<file path="src/rtl/cube_pkg.sv">
// Shared definitions for the cube move scheduler: move encoding, FSM states,
// LFSR reset value and small move helpers.
package cube_pkg;

  localparam int MOVE_W   = 4;
  localparam int FACE_MSB = 3;
  localparam int FACE_LSB = 1;
  localparam int DIR_BIT  = 0;

  typedef logic [MOVE_W-1:0] move_t;

  // Codes 0..11 are real moves; 12..15 are invalid.
  localparam move_t N_MOVES   = 4'd12;
  localparam move_t MOVE_NONE = 4'hF;

  localparam logic [7:0] LFSR_RST = 8'h01;

  typedef enum logic [2:0] {
    S_IDLE,
    S_GEN,
    S_WAIT_VB,
    S_ISSUE,
    S_WAIT_DONE
  } state_e;

  function automatic logic move_valid(input move_t m);
    return m < N_MOVES;
  endfunction

  // Undoing a quarter turn is the same face in the other direction.
  function automatic move_t move_inv(input move_t m);
    return m ^ move_t'(1);
  endfunction

endpackage

</file>
<file path="src/rtl/cube_move_if.sv">
// Board-side and rotation-engine-side signals of the move scheduler.
// master = board/solver/engine side, slave = scheduler.
interface cube_move_if #(parameter int CNT_W = 8);
  import cube_pkg::*;

  logic             shuffle;
  logic [3:0]       random;
  logic             retain;
  logic             vblank;
  logic             sol_valid;
  move_t            sol_move;
  logic             sol_ready;
  logic             rot_valid;
  move_t            rot_move;
  logic             rot_done;
  logic             busy;
  logic [CNT_W-1:0] move_count;

  modport master (
    output shuffle, random, retain, vblank, sol_valid, sol_move, rot_done,
    input  sol_ready, rot_valid, rot_move, busy, move_count
  );

  modport slave (
    input  shuffle, random, retain, vblank, sol_valid, sol_move, rot_done,
    output sol_ready, rot_valid, rot_move, busy, move_count
  );

endinterface

</file>
<file path="src/rtl/cube_move_scheduler_lfsr.sv">
// 8-bit Fibonacci LFSR, x^8+x^6+x^5+x^4+1, used as the scramble move source.
module move_lfsr
  import cube_pkg::*;
(
  input  logic       clk_i,
  input  logic       reset_i,
  input  logic       load_i,
  input  logic [7:0] load_val_i,
  input  logic       en_i,
  output logic [7:0] state_o
);

  logic [7:0] lfsr_q;
  logic       fb;

  assign fb      = lfsr_q[7] ^ lfsr_q[5] ^ lfsr_q[4] ^ lfsr_q[3];
  assign state_o = lfsr_q;

  // Load wins over shift so a fresh seed is never advanced on its first cycle.
  always_ff @(posedge clk_i or negedge reset_i) begin
    if (!reset_i)    lfsr_q <= LFSR_RST;
    else if (load_i) lfsr_q <= load_val_i;
    else if (en_i)   lfsr_q <= {lfsr_q[6:0], fb};
  end

endmodule

</file>
<file path="src/rtl/cube_move_scheduler.sv">
// Cube move scheduler: arbitrates scramble vs solver moves and launches each
// move to the rotation engine, one at a time.
// Optional VBLANK_SYNC_EN: when defined, launches wait for vertical blanking;
// otherwise vblank is ignored and moves may launch during active video.
// reset_i is asynchronous, active low.
module cube_move_scheduler
  import cube_pkg::*;
#(
  parameter int SCRAMBLE_LEN = 20,
  parameter int CNT_W        = 8
)(
  input  logic        clk_i,
  input  logic        reset_i,
  cube_move_if.slave  bus
);

  state_e           state_q;
  move_t            rot_move_q, last_move_q;
  logic [7:0]       remaining_q;
  logic             rot_valid_q, busy_q;
  logic [CNT_W-1:0] count_q;
  logic             sh_q, sh_prev_q;

  logic             shuffle_edge, sol_fire, vb_ok;
  logic             lfsr_load, lfsr_en, cand_ok;
  logic [7:0]       lfsr;
  move_t            cand;

  // Register the button level and its previous value for edge detection.
  always_ff @(posedge clk_i or negedge reset_i) begin
    if (!reset_i) begin
      sh_q      <= 1'b0;
      sh_prev_q <= 1'b0;
    end else begin
      sh_q      <= bus.shuffle;
      sh_prev_q <= sh_q;
    end
  end

  assign shuffle_edge = sh_q & ~sh_prev_q;

  // A scramble start in the same cycle steals the slot from the solver.
  assign bus.sol_ready = reset_i && (state_q == S_IDLE) && !bus.retain && !shuffle_edge;
  assign sol_fire      = bus.sol_valid && bus.sol_ready;

`ifdef VBLANK_SYNC_EN
  assign vb_ok = bus.vblank;
`else
  assign vb_ok = 1'b1;
`endif

  assign lfsr_load = (state_q == S_IDLE) && shuffle_edge;
  assign lfsr_en   = (state_q == S_GEN) && !bus.retain;
  assign cand      = lfsr[3:0];
  assign cand_ok   = move_valid(cand) && (cand != move_inv(last_move_q));

  move_lfsr u_lfsr (
    .clk_i      (clk_i),
    .reset_i    (reset_i),
    .load_i     (lfsr_load),
    .load_val_i ({bus.random, ~bus.random}),
    .en_i       (lfsr_en),
    .state_o    (lfsr)
  );

  // Move sequencing FSM with registered launch pulse, busy and counters.
  always_ff @(posedge clk_i or negedge reset_i) begin
    if (!reset_i) begin
      state_q     <= S_IDLE;
      rot_valid_q <= 1'b0;
      rot_move_q  <= '0;
      last_move_q <= MOVE_NONE;
      remaining_q <= '0;
      busy_q      <= 1'b0;
      count_q     <= '0;
    end else begin
      rot_valid_q <= 1'b0;
      case (state_q)
        S_IDLE: begin
          if (shuffle_edge) begin
            remaining_q <= 8'(SCRAMBLE_LEN);
            busy_q      <= 1'b1;
            state_q     <= S_GEN;
          end else if (sol_fire && move_valid(bus.sol_move)) begin
            rot_move_q  <= bus.sol_move;
            busy_q      <= 1'b1;
            state_q     <= S_WAIT_VB;
          end
        end
        S_GEN: begin
          // Retain freezes generation entirely; rejected candidates just
          // let the LFSR advance for another try next cycle.
          if (!bus.retain && cand_ok) begin
            rot_move_q  <= cand;
            remaining_q <= remaining_q - 8'd1;
            state_q     <= S_WAIT_VB;
          end
        end
        S_WAIT_VB: begin
          if (vb_ok && !bus.retain) begin
            rot_valid_q <= 1'b1;
            state_q     <= S_ISSUE;
          end
        end
        S_ISSUE: state_q <= S_WAIT_DONE;
        S_WAIT_DONE: begin
          if (bus.rot_done) begin
            last_move_q <= rot_move_q;
            count_q     <= count_q + 1'b1;
            if (remaining_q != 8'd0) begin
              state_q <= S_GEN;
            end else begin
              state_q <= S_IDLE;
              busy_q  <= 1'b0;
            end
          end
        end
        default: begin
          state_q <= S_IDLE;
          busy_q  <= 1'b0;
        end
      endcase
    end
  end

  assign bus.rot_valid  = rot_valid_q;
  assign bus.rot_move   = rot_move_q;
  assign bus.busy       = busy_q;
  assign bus.move_count = count_q;

endmodule

</file>
<file path="src/flat_wrapper.sv">
// flat-port wrapper written by rule: the top's interface ports become plain ports
module cube_move_scheduler_flat import cube_pkg::*;
#(
  parameter int SCRAMBLE_LEN = 20,
  parameter int CNT_W        = 8
)
  (clk_i, reset_i, bus_shuffle, bus_random, bus_retain, bus_vblank, bus_sol_valid, bus_sol_move, bus_rot_done, bus_sol_ready, bus_rot_valid, bus_rot_move, bus_busy, bus_move_count);
  cube_move_if #(.CNT_W(CNT_W)) bus_i ();
  input  logic clk_i;
  input  logic reset_i;
  input wire logic [$bits(bus_i.shuffle)-1:0] bus_shuffle;
  input wire logic [$bits(bus_i.random)-1:0] bus_random;
  input wire logic [$bits(bus_i.retain)-1:0] bus_retain;
  input wire logic [$bits(bus_i.vblank)-1:0] bus_vblank;
  input wire logic [$bits(bus_i.sol_valid)-1:0] bus_sol_valid;
  input wire logic [$bits(bus_i.sol_move)-1:0] bus_sol_move;
  input wire logic [$bits(bus_i.rot_done)-1:0] bus_rot_done;
  output wire logic [$bits(bus_i.sol_ready)-1:0] bus_sol_ready;
  output wire logic [$bits(bus_i.rot_valid)-1:0] bus_rot_valid;
  output wire logic [$bits(bus_i.rot_move)-1:0] bus_rot_move;
  output wire logic [$bits(bus_i.busy)-1:0] bus_busy;
  output wire logic [$bits(bus_i.move_count)-1:0] bus_move_count;
  assign bus_i.shuffle = bus_shuffle;
  assign bus_i.random = bus_random;
  assign bus_i.retain = bus_retain;
  assign bus_i.vblank = bus_vblank;
  assign bus_i.sol_valid = bus_sol_valid;
  assign bus_i.sol_move = bus_sol_move;
  assign bus_i.rot_done = bus_rot_done;
  assign bus_sol_ready = bus_i.sol_ready;
  assign bus_rot_valid = bus_i.rot_valid;
  assign bus_rot_move = bus_i.rot_move;
  assign bus_busy = bus_i.busy;
  assign bus_move_count = bus_i.move_count;
  cube_move_scheduler #(.SCRAMBLE_LEN(SCRAMBLE_LEN), .CNT_W(CNT_W)) u_core (.clk_i(clk_i), .reset_i(reset_i), .bus(bus_i));
endmodule
</file>
<file path="config.mk">
export PLATFORM = sky130hd
export DESIGN_NAME = cube_move_scheduler_flat
export DESIGN_NICKNAME = d
export VERILOG_FILES = /design/src/rtl/cube_pkg.sv /design/src/rtl/cube_move_if.sv /design/src/rtl/cube_move_scheduler_lfsr.sv /design/src/rtl/cube_move_scheduler.sv /design/src/flat_wrapper.sv
export SDC_FILE = /design/constraint.sdc
export NUM_CORES = 1
export LEC_CHECK = 0
export CORE_ASPECT_RATIO = 1.5
export CORE_MARGIN = 2
export CORE_UTILIZATION = 40
export CTS_CLUSTER_DIAMETER = 50
export DETAILED_ROUTE_END_ITERATION = 10
export GPL_ROUTABILITY_DRIVEN = 0
export GPL_TIMING_DRIVEN = 0
export PLACE_DENSITY = 0.63
export REMOVE_ABC_BUFFERS = 1
export SYNTH_ARGS = -nofsm -noshare
export SYNTH_HDL_FRONTEND = slang
export SYNTH_SLANG_ARGS = --single-unit
export TNS_END_PERCENT = 30
</file>
<file path="constraint.sdc">
create_clock -name clk_i -period 4.4 [get_ports clk_i]
set_input_delay 1.32 -clock clk_i [delete_from_list [all_inputs] [get_ports clk_i]]
set_output_delay 1.32 -clock clk_i [all_outputs]
set_load 0.02 [all_outputs]
</file>
After elaboration in Yosys (flattened, before gate mapping)
Index checks and enable logic that the tools add are counted.
- input port bits: 15
- output and inout bits: 15
- flip-flop bits (word level): 39
- word-level logic and storage cells: 79
- multiplexer cells: 23
- bitwise logic cells: 8
- reduce and logical (&&, ||, !) cells: 21
- equal/unequal tests: 13
- $add $sub $neg: 2
- order comparisons: 2
- operators by type and width (cell ; count):
    $mux W8 ; 4
    $pmux W8 S2 ; 1
    $mux W3 ; 5
    $pmux W3 S5 ; 1
    $mux W4 ; 3
    $ne A2 B2 Y1 const B ; 6
    $reduce_and A4 Y1 ; 3
    $logic_and A1 B1 Y1 ; 9
    $add A8 B1 Y8 const B ; 1
    $lt A4 B4 Y1 const B ; 2
    $pmux W4 S2 ; 1
    $reduce_bool A8 Y1 ; 1
    $sub A8 B1 Y8 const B ; 1
    $mux W1 ; 7
    $eq A3 B2 Y1 const B ; 2
    $ne A4 B4 Y1 ; 1
    $not A4 Y4 ; 1
    $reduce_bool A2 Y1 ; 2
    $eq A3 B1 Y1 const B ; 1
    $eq A3 B3 Y1 const B ; 1
    $logic_not A3 Y1 ; 1
    $ne A3 B2 Y1 const B ; 1
    $not A1 Y1 ; 3
    $pmux W1 S3 ; 1
    other kinds (7) ; 10

Longest topological paths before layout
- word-level depth: 9
- mapped depth: 7
- mapped depth without buffers: 6

Modules after synthesis
Synthesis repeated with hierarchy kept, for this count alone.
- cells, all modules: 184
- area, all modules: 2035.7 um2
- modules (own cells, without submodules) (module ; times used ; sequential area each (um2) ; cells each ; area an instance (um2)):
    cube_move_scheduler ; 1 ; 780.7 ; 146 ; 1640.3
    move_lfsr ; 1 ; 201.4 ; 38 ; 395.4

Least setup slack after synthesis
Ideal clock, no wire load.
- kind: input-to-output
- from: input port reset_i
- to: output port bus_sol_ready
- arrival time: 1.807 ns
- path buffers: 0
- stages: 2
- setup slack: 1.273 ns
- cell sequence: nor2b_1 -> and4b_1
- word-level cells in the longest chain between the ends: 3
- ends and longest elaborated chain (element ; RTL line ; RTL):
    start: declaration ; flat_wrapper.sv:10 ; input logic reset_i;
    $logic_and A1 B1 Y1 (3 in a row) ; cube_move_scheduler.sv:43 ; assign bus.sol_ready = reset_i && (state_q == S_IDLE) && !bus.retain && !shuffle_edge;
    end: declaration ; flat_wrapper.sv:18 ; output wire logic [$bits(bus_i.sol_ready)-1:0] bus_sol_ready;
Every way passes these cells.

Worst setup path in the final report
- from: input port bus_retain
- to: output port bus_sol_ready
- word-level cells in the longest chain between the ends: 3
- ends and longest elaborated chain (element ; RTL line ; RTL):
    start: declaration ; flat_wrapper.sv:13 ; input wire logic [$bits(bus_i.retain)-1:0] bus_retain;
    $logic_not A1 Y1 ; cube_move_scheduler.sv:43 ;
    $logic_and A1 B1 Y1 (2 in a row) ; cube_move_scheduler.sv:43 ;
Every way passes these cells.

==> qor.csv <==
metric;value;unit
Final ANT Viol Nets;0;
Starting Density;41.34;%
post-DP HPWL;3034;µm
CTS tree;built;
total wire length;4120;µm
PwrDens;640.3;nW/µm²
Pint;969.4;µW
clock sinks;39;
Non-Filler Instances;267;
Synth Flop Type;dfrtp_1;
Psw;578.3;µW
Max FO, Critical Path;5;
sequential element share of the synthesized area;49.40;%
global-route usage over all layers;16.89;%
CTS Buffer Depth;2;
Tightest Pin Transition;1.146;ns
Sw Share;37.37;%
Logic pwr share;40.3;%
maxcap violations;0;
Seq pwr share;42.3;%
Die Width;61.57;µm
P&R area growth vs syn;21.59;%
Fin. Hold Viols;0;
die area;5562;µm²
crit end category;primary output;
CP max stage delay;0.60;ns
Post-synth EDFFs;0;
crit-path cells;clkdlybuf4s50_1 -> nor2b_1 -> and4b_1 -> clkdlybuf4s50_1;
clk_lat worst skew;0.29;ns
instance count of the mapped netlist;171;
largest net degree at the start of global routing;41;
gr ovfl total;0;
Netlist cell types;48;
CTS clk-pin slew, worst paths;0.08;ns
Vias/cell;5.296;
Req. time, crit path;3.08;ns
minimum clock period;4.190;ns
postcts setup bufs;0;
H-tree levels;2;
vias;1414;
fraction of registers with async set/reset;100.0;%
io pins;30;
total CTS buffers;5;
# nets final;217;
layout cells sized above 1;16.92;%
data arrival time of the worst path;2.87;ns
Crit Path Class;input pin to primary output;
global-route wire length before repair;6948;µm
most frequent cells after synthesis;dfrtp_1 (34), nand2_1 (13), xnor2_1 (9);
Die Y;90.35;µm
DRT iter0 DRCs;76;
P_leak;0.0009668;µW
vias in the first global route;1450;
RSZ-0062 raised after global routing;no;
cell count after placement;259;
clk root buf;clkbuf_8;
synthesized area per cell;11.63;µm²
top cells by area, synth;dfrtp_1 (43%), dfstp_2 (6.6%), mux2i_1 (4.0%);
outcome;complete, no violations;
DR pass1 iterations;4;
count leader, synth;dfrtp_1;
# setup viols final;0;
Buf/Inv on CP;2;
DRC errors left;0;
final max-slew violation count;0;
CP top delay family;buffers and inverters;
Yosys reg bits;39;
setup TNS;0;ns
most frequent cell on the critical path;clkdlybuf4s50_1;
Avg WL per Cell;15.43;µm
Warnings, synthesis;0;
CTS Hold Bufs;0;
core area;4810;µm²
crit path launch type;input pin;
Worst Hold Class;flip-flop to flip-flop;
overall power;1548;µW
antenna diode count;0;
Post-Route Skew;0.008844;ns
Final period util;95.23;%
initial antenna violation count;0;
I/O Buffers;28;
share of the synthesized area in the top cell type;42.79;%
relative slew slack;22.96;%
Crit-path slowest cell;clkdlybuf4s50_1;
Clk pwr share;17.5;%
maximum vdd drop;263.0;µV
Post-Synthesis Cell Area;1988;µm²
Row Count;31;
Max Freq;0.2387;GHz
post-synth top area cell;dfrtp_1;
registers in the layout, indices dropped and copies added (netlist names):
register               count
u_core.state_q             3
u_core.bus.busy            1
u_core.remaining_q         8
u_core.bus.move_count      8
u_core.bus.rot_valid       1
u_core.sh_q                1
u_core.u_lfsr.state_o      8
u_core.last_move_q         4
u_core.bus.rot_move        4
u_core.sh_prev_q           1
cell families (layout without fill, tap and decap cells):
| family | after synthesis | in the layout | synth area share [%] |
|---|---|---|---|
| flops | 39 | 39 | 49.40 |
| compound gates | 33 | 33 | 10.70 |
| fa+ha+maj | 2 | 2 | 1.258 |
| xor+xnor | 14 | 14 | 6.168 |
| mux | 21 | 21 | 12.15 |
| buf+inv | 9 | 39 | 2.328 |
| simple gates | 53 | 53 | 18.00 |
metrics by stage:
step | area [µm²] | hold slack, ns | setup slack [ns] | utilization, %
after CTS | 2417 | 0.4130 | 0.1937 | 50.26
after global routing | 2417 | 0.4304 | 0.1060 | 50.26
after detailed placement | 2311 | 0.3950 | -0.08385 | 48.05
after global placement | 2316 | 0.3878 | -1.068 | 48.15
final | 2417 | 0.4110 | 0.2098 | 50.26
after floorplan | 1953 | 0.3759 | 1.273 | -
layout make-up:
class	instances	area [µm²]
tap	66	82.58
multi-input combinational	123	959.7
clock inverter	1	7.507
sequential	39	982.2
inverter	3	11.26
fill	476	2392
timing repair buffer	28	277.8
clock buffer	7	96.34
timing repair:
action                                 in CTS  in global routing
endpoints found under the hold margin       0                  0
setup endpoints to repair                   1                  0
resized for setup                           1                  0
power groups by stage:
stage          registers (µW)  logic (µW)  clock network [µW]
2_1_floorplan             667         413                   0
3_3_place_gp              649         609                   0
3_5_place_dp              661         629                   0
4_1_cts                   655         632                 279
5_1_grt                   679         686                 300
6_report                  654         623                 270
worst reg2reg max path, stage by stage, from the launching register on:
cell and delay (ns):
dfrtp_1 0.55, nor4_2 1.00, a31oi_2 0.21, or4_1 0.53, nand2_1 0.08
per-layer routing:
layer	share of wire [%]	global-route usage, %	vias up
met5	0	0	-
met4	1.8	7.447	0
met3	4.7	4.871	4
met2	54	27.72	38
met1	39	19.56	690
li1	-	-	682
path summary, 6_finish.rpt:
path                                   start                  endpoint  slack, ns  depth (start not counted)
max in group asynchronous            reset_i  u_core.u_lfsr.state_o[0]       3.04                          1
max reg2reg                u_core.state_q[2]     u_core.remaining_q[3]       1.98                          4
max                               bus_retain             bus_sol_ready       0.21                          4
min in group asynchronous            reset_i    u_core.bus.rot_move[1]       0.99                          1
min                              u_core.sh_q          u_core.sh_prev_q       0.41                          0
min reg2reg                      u_core.sh_q          u_core.sh_prev_q       0.41                          0
cell usage in the layout, fill, tap and decap left out, types with 2 or more instances in the layout:
cell type / netlist / final
o21ai_1: 8 / 8
xnor2_1: 9 / 9
ha_1: 2 / 2
mux2_4: 4 / 4
nand2_1: 13 / 13
nor2_1: 5 / 5
clkdlybuf4s50_1: 0 / 27
dfstp_2: 5 / 5
dfrtp_1: 34 / 34
nand3_1: 3 / 3
and3_1: 2 / 2
nand3b_1: 2 / 2
mux2i_1: 8 / 8
or2_1: 2 / 2
nor4_2: 2 / 2
or4_1: 2 / 2
a21oi_1: 7 / 7
xor2_1: 5 / 5
mux2_2: 4 / 4
mux2_1: 5 / 5
a21boi_1: 3 / 3
nor2b_1: 3 / 3
o21ai_0: 5 / 5
nand4_1: 3 / 3
or3_1: 4 / 4
nand4_2: 2 / 2
o211ai_1: 2 / 2
clkbuf_8: 0 / 7
inv_1: 3 / 3
Note: power is estimated with default switching activity, not from simulation.
